File: config.mk
export PLATFORM = sky130hd
export DESIGN_NAME = mm2x2_stream_ctrl
export DESIGN_NICKNAME = d
export VERILOG_FILES = /design/src/rtl/mm2x2_stream_ctrl.sv
export SDC_FILE = /design/constraint.sdc
export NUM_CORES = 1
export LEC_CHECK = 0
export ABC_AREA = 0
export BUFFER_PORTS_ARGS = -buffer_cell sky130_fd_sc_hd__buf_2
export CAP_MARGIN = 20
export CORE_MARGIN = 4
export CORE_UTILIZATION = 55
export CTS_CLUSTER_DIAMETER = 200
export DETAILED_ROUTE_END_ITERATION = 7
export PLACE_DENSITY_LB_ADDON = 0.08
export SYNTH_ARGS = -nofsm -noshare
export SYNTH_HDL_FRONTEND = slang
export SYNTH_SLANG_ARGS = --single-unit
File: constraint.sdc
create_clock -name clk -period 4.3 [get_ports clk]
set_input_delay 0.215 -clock clk [delete_from_list [all_inputs] [get_ports clk]]
set_output_delay 0.215 -clock clk [all_outputs]
set_load 0.02 [all_outputs]
File: src/rtl/mm2x2_stream_ctrl.sv
// Stream front end for the 2x2 matrix multiplier: loads eight operand words,
// waits a fixed compute latency, captures the four products and drains them.
module mm2x2_stream_ctrl #(
    parameter int DATA_W  = 16,
    parameter int ACC_W   = 32,
    parameter int LATENCY = 20
) (
    input  logic              clk,
    input  logic              rst,
    input  logic [DATA_W-1:0] s_data,
    input  logic              s_valid,
    output logic              s_ready,
    output logic [ACC_W-1:0]  m_data,
    output logic              m_valid,
    input  logic              m_ready,
    output logic              m_last,
    output logic              busy,
    output logic [DATA_W-1:0] mm_a00,
    output logic [DATA_W-1:0] mm_a01,
    output logic [DATA_W-1:0] mm_a10,
    output logic [DATA_W-1:0] mm_a11,
    output logic [DATA_W-1:0] mm_b00,
    output logic [DATA_W-1:0] mm_b01,
    output logic [DATA_W-1:0] mm_b10,
    output logic [DATA_W-1:0] mm_b11,
    input  logic [ACC_W-1:0]  mm_c00,
    input  logic [ACC_W-1:0]  mm_c01,
    input  logic [ACC_W-1:0]  mm_c10,
    input  logic [ACC_W-1:0]  mm_c11
);

    localparam logic [1:0] ST_LOAD  = 2'd0;
    localparam logic [1:0] ST_WAIT  = 2'd1;
    localparam logic [1:0] ST_DRAIN = 2'd2;

    // The wait counter only ever reaches LATENCY-1.
    localparam int CNT_W = (LATENCY > 1) ? $clog2(LATENCY) : 1;
    localparam logic [CNT_W-1:0] WAIT_LAST = CNT_W'(LATENCY - 1);

    logic [1:0]       state_reg;
    logic [2:0]       load_idx_reg;
    logic [CNT_W-1:0] wait_cnt_reg;
    logic [1:0]       drain_idx_reg;

    logic [DATA_W-1:0] op_word  [8];
    logic [ACC_W-1:0]  res_word [4];
    logic [ACC_W-1:0]  c_word   [4];

    logic s_fire;
    logic m_fire;
    logic capture;

    assign s_ready = (state_reg == ST_LOAD) & ~rst;
    assign m_valid = (state_reg == ST_DRAIN) & ~rst;
    assign busy    = (state_reg == ST_WAIT) | (state_reg == ST_DRAIN);
    assign s_fire  = s_ready & s_valid;
    assign m_fire  = m_valid & m_ready;
    assign capture = (state_reg == ST_WAIT) && (wait_cnt_reg == WAIT_LAST);

    always_ff @(posedge clk) begin
        if (rst) begin
            state_reg     <= ST_LOAD;
            load_idx_reg  <= 3'd0;
            wait_cnt_reg  <= '0;
            drain_idx_reg <= 2'd0;
        end else begin
            case (state_reg)
                ST_LOAD: begin
                    if (s_fire) begin
                        load_idx_reg <= load_idx_reg + 3'd1;
                        if (load_idx_reg == 3'd7) begin
                            state_reg    <= ST_WAIT;
                            wait_cnt_reg <= '0;
                        end
                    end
                end
                ST_WAIT: begin
                    if (capture) begin
                        state_reg     <= ST_DRAIN;
                        drain_idx_reg <= 2'd0;
                    end else begin
                        wait_cnt_reg <= wait_cnt_reg + 1'b1;
                    end
                end
                ST_DRAIN: begin
                    if (m_fire) begin
                        drain_idx_reg <= drain_idx_reg + 2'd1;
                        if (drain_idx_reg == 2'd3) begin
                            state_reg <= ST_LOAD;
                        end
                    end
                end
                default: state_reg <= ST_LOAD;
            endcase
        end
    end

    // Each operand register loads only on the accept that targets its slot,
    // so a partial reload leaves the later words of the previous job intact.
    for (genvar gi = 0; gi < 8; gi++) begin : g_op
        logic [DATA_W-1:0] word_reg;
        always_ff @(posedge clk) begin
            if (rst) begin
                word_reg <= '0;
            end else if (s_fire && (load_idx_reg == 3'(gi))) begin
                word_reg <= s_data;
            end
        end
        assign op_word[gi] = word_reg;
    end

    assign c_word[0] = mm_c00;
    assign c_word[1] = mm_c01;
    assign c_word[2] = mm_c10;
    assign c_word[3] = mm_c11;

    for (genvar gi = 0; gi < 4; gi++) begin : g_res
        logic [ACC_W-1:0] word_reg;
        always_ff @(posedge clk) begin
            if (rst) begin
                word_reg <= '0;
            end else if (capture) begin
                word_reg <= c_word[gi];
            end
        end
        assign res_word[gi] = word_reg;
    end

    assign mm_a00 = op_word[0];
    assign mm_a01 = op_word[1];
    assign mm_a10 = op_word[2];
    assign mm_a11 = op_word[3];
    assign mm_b00 = op_word[4];
    assign mm_b01 = op_word[5];
    assign mm_b10 = op_word[6];
    assign mm_b11 = op_word[7];

    // Result regs and index only move on capture/handshake, so m_data holds under backpressure.
    assign m_data = res_word[drain_idx_reg];
    assign m_last = m_valid & (drain_idx_reg == 2'd3);

endmodule

==> impl_metrics.tcl <==
set metrics [dict create \
    status "completed" \
    postPlaceCellArea_um2 11900 \
    tightestPinTransition_ns 1.08 \
    global_route.usage.met3_pct 5.90 \
    setup_viol_count_final 0 \
    timing.critical_path.to "m_data[31]" \
    final-hold-violation-count 0 \
    multi_input_area_um2 4560 \
    final.setup.tns_ns 0 \
    layout_min_cycle_time_ns 2.86 \
    seq_cells_post_synth 268 \
    synth_fp_nets 1432 \
    remaining_drc_errors 0 \
    critical_path_at_ns 2.65 \
    grt_pass1_wl_um 52200 \
    synth_area_leader_cell "sky130_fd_sc_hd__dfxtp_1" \
    rsz0062_at_grt "no" \
    io_pins 312 \
    achievable-frequency_mhz 349 \
    min-delay-path-class "in -> reg" \
    post_drt_wl_per_cell_um 17.7 \
    cp_top_family "flip-flops" \
    rr_endpoint "g_res[0].word_reg[18]" \
    ant_nets 0 \
    crit_path_cell_trace "buf_4 > mux4_2 > buf_2" \
    synth_seq_area_share_pct 51.0 \
    cts_made_buffers 28 \
    timing.critical_path.fanout_max 24 \
    timing.critical_path.from_type "flop" \
    fp.dieW_um 146 \
    fin_ws_ns 1.44 \
    die_h_um 146 \
    start_util_pct 56.1 \
    worstSetupPathDepth 3 \
    share_of_cells_above_drive_strength_1_pct 24.0 \
    design.core.area_um2 18800 \
    buffer_ports.inserted 311 \
    sequential_cell_area_in_the_final_layout_um2 5370 \
    max_slew_margin_pct 28.1 \
    postSynth.topFlopCell "sky130_fd_sc_hd__dfxtp_1" \
    vias 10188 \
    antenna_violations_before_repair 2 \
    place_congestion 0.836 \
    worst_skew_pair.late_latency_ns 0.53 \
    worst_path_max_stage_delay_ns 0.92 \
    synth_cells 1272 \
    cts-htree-levels 1 \
    count_of_flip_flops_with_a_built_in_enable_after_synthesis 0 \
    max-vdd-ir-drop_v 0.000250 \
    worst_r2r_path_depth 7 \
    routed_wl_um 33500 \
    maxSlewViolCount 0 \
    grt.met1_usage_pct 37.4 \
    flow.area_growth_from_synthesis_pct 33.7 \
    flip_flop_count_of_the_largest_register_after_layout 128 \
    fill_cells 1371 \
    worst_setup_path_startpoint "drain_idx_reg[0]" \
    crit_slowest_cell "sky130_fd_sc_hd__dfxtp_2" \
    timing.clock.skew_ns 0.00793 \
    track_usage_pct 29.7 \
    ff2ff_setup_slack_ns 1.61 \
    yosys.cell_types.count 38 \
    via_per_inst 5.38 \
    finalInstanceArea_um2 14100 \
    die-area_um2 21400 \
    setup.worst_path.end_class "output pin" \
    share_of_synthesized_registers_carrying_an_async_set_or_reset_pct 0 \
    yosys.area.top_type_share_pct 51.0 \
    clock_sinks 268 \
    cts-root-buf "sky130_fd_sc_hd__clkbuf_16" \
    critPathKind "reg -> out" \
    cp_num_buf_inv 2 \
    dp.final_hpwl_um 20300 \
    path_clk_slew_ns 0.06 \
    regToRegStartpoint "state_reg[1]" \
    globalRoute.busiestLayer "met2" \
    worstPathRequired_ns 4.09 \
    mappedNetlistArea_um2 10500 \
    syn_avg_cell_area_um2 8.28 \
    design.final.nets 1799 \
    cts-resized-gates 0 \
    yosys_warning_total 0 \
    cts_tree "yes" \
    fin_crit_sh_pct 66.6 \
    first_global_vias 9933 \
    power.leakage_nw 5.61 \
    placementRows 50 \
    drv.max_cap_violation_count 0 \
    pre_cts_ws_ns 1.60 \
    drtIter0Drc 727 \
    grt_start_max_net_pins 124 \
    cellPowerDensity_nw_per_um2 370 \
    globalRoute.totalOverflow 0 \
    drt-pass1-iter-count 7 \
    synthTopCellsByArea "sky130_fd_sc_hd__dfxtp_1 51%, sky130_fd_sc_hd__nand2_1 19%, sky130_fd_sc_hd__a21oi_1 12%, sky130_fd_sc_hd__mux4_2 6.8%, sky130_fd_sc_hd__buf_2 2.2%" \
    grt.met2_usage_pct 49.8 \
    clockBufferDepth 3 \
]
## layout by cell type, fill, tap and decap left out, types with 2 or more instances in the layout
cell type / n
sky130_fd_sc_hd__o21a_1: 3
sky130_fd_sc_hd__clkbuf_16: 29
sky130_fd_sc_hd__mux4_2: 32
sky130_fd_sc_hd__clkinv_2: 3
sky130_fd_sc_hd__o32ai_1: 3
sky130_fd_sc_hd__o21ai_0: 2
sky130_fd_sc_hd__clkbuf_8: 5
sky130_fd_sc_hd__a21oi_1: 261
sky130_fd_sc_hd__and3_1: 2
sky130_fd_sc_hd__dlygate4sd3_1: 128
sky130_fd_sc_hd__and4_1: 3
sky130_fd_sc_hd__mux2i_1: 2
sky130_fd_sc_hd__buf_4: 9
sky130_fd_sc_hd__nand2b_1: 2
sky130_fd_sc_hd__dfxtp_1: 267
sky130_fd_sc_hd__and2_1: 4
sky130_fd_sc_hd__clkbuf_1: 11
sky130_fd_sc_hd__nand2_1: 520
sky130_fd_sc_hd__nand4_1: 3
sky130_fd_sc_hd__nor2_1: 5
sky130_fd_sc_hd__diode_2: 2
sky130_fd_sc_hd__nand3_1: 6
sky130_fd_sc_hd__ha_1: 12
sky130_fd_sc_hd__buf_2: 310
sky130_fd_sc_hd__mux2_2: 2
sky130_fd_sc_hd__inv_1: 10
sky130_fd_sc_hd__nand3b_1: 2
sky130_fd_sc_hd__nor2b_1: 3
## worst min path at each step
stage	startpoint	end	slack [ns]	cells after the start
detailed placement	mm_b10[1]	mm_b10[1]	0.44	2
global placement	g_res[0].word_reg[22]	g_res[0].word_reg[22]	0.44	2
CTS	s_valid	load_idx_reg[2]	0.005	2
floorplan	s_valid	load_idx_reg[2]	0.33	1
finish	s_data[0]	mm_b11[0]	0.02	3
global route	s_data[3]	mm_b10[3]	0.01	3
## worst register-to-register path: stages (launching register included)
cell                      delay, ns
sky130_fd_sc_hd__dfxtp_1       0.32
sky130_fd_sc_hd__inv_1         0.09
sky130_fd_sc_hd__ha_1          0.36
sky130_fd_sc_hd__inv_1         0.23
sky130_fd_sc_hd__nor2_4        0.87
sky130_fd_sc_hd__buf_4         0.46
sky130_fd_sc_hd__nand2_1       0.11
sky130_fd_sc_hd__a21oi_1       0.17
## power breakdown
group          switching, mW  internal [mW]  leakage [nW]  total, mW
clock                  0.957           1.36         0.425       2.32
sequential            0.0139           2.50          2.16       2.52
combinational          0.203          0.169          3.02      0.373
total                   1.17           4.03          5.61       5.21
## through the flow
step,utilization [%],cells,hold slack [ns],power (mW)
2_1_floorplan,-,1272,0.335,2.72
6_report,75.0,1893,0.0217,5.21
4_1_cts,74.8,1890,0.00515,5.22
3_3_place_gp,63.4,1714,0.439,2.84
3_5_place_dp,63.4,1714,0.443,2.85
5_1_grt,75.0,1893,0.0114,5.36
## cell usage after synthesis, drive strengths merged (2+ instances only)
cell,n
a21oi,261
and2,4
and3,2
and4,3
buf,64
clkbuf,48
dfxtp,268
ha,12
inv,10
mux2,2
mux2i,2
mux4,32
nand2,521
nand2b,2
nand3,6
nand3b,2
nand4,3
nor2,6
nor2b,3
o21a,3
o21ai,2
o32ai,3
## metal layers
layer / routed length [um] / up-vias
met2: 16400 / 471
met3: 2740 / 94
li1: - / 4908
met1: 13100 / 4715
met4: 1260 / 0
met5: 0 / -
## final cells by class
cell class / instances / area share (%)
sequential: 268 / 38.1
multi-input combinational: 882 / 32.4
timing repair buffer: 449 / 20.9
clock buffer: 44 / 5.84
tap: 234 / 2.08
clock inverter: 4 / 0.320
inverter: 10 / 0.267
antenna: 2 / 0.0356
## logic make-up after synthesis
kind of cell             synth area share (%)
buffers and inverters                    5.82
flip-flops                               51.0
multiplexers                             7.25
XOR/XNOR                               0.0832
AO/OA/AOI/OAI                            13.6
AND/OR/NAND/NOR                          20.8
adder cells (fa/ha/maj)                  1.43
## what timing repair did
action	4_1_cts	5_1_grt
setup buffers	0	0
hold buffers	128	0
endpoints found under the hold margin	128	0
No activity file was read; power rests on OpenSTA's default activity.
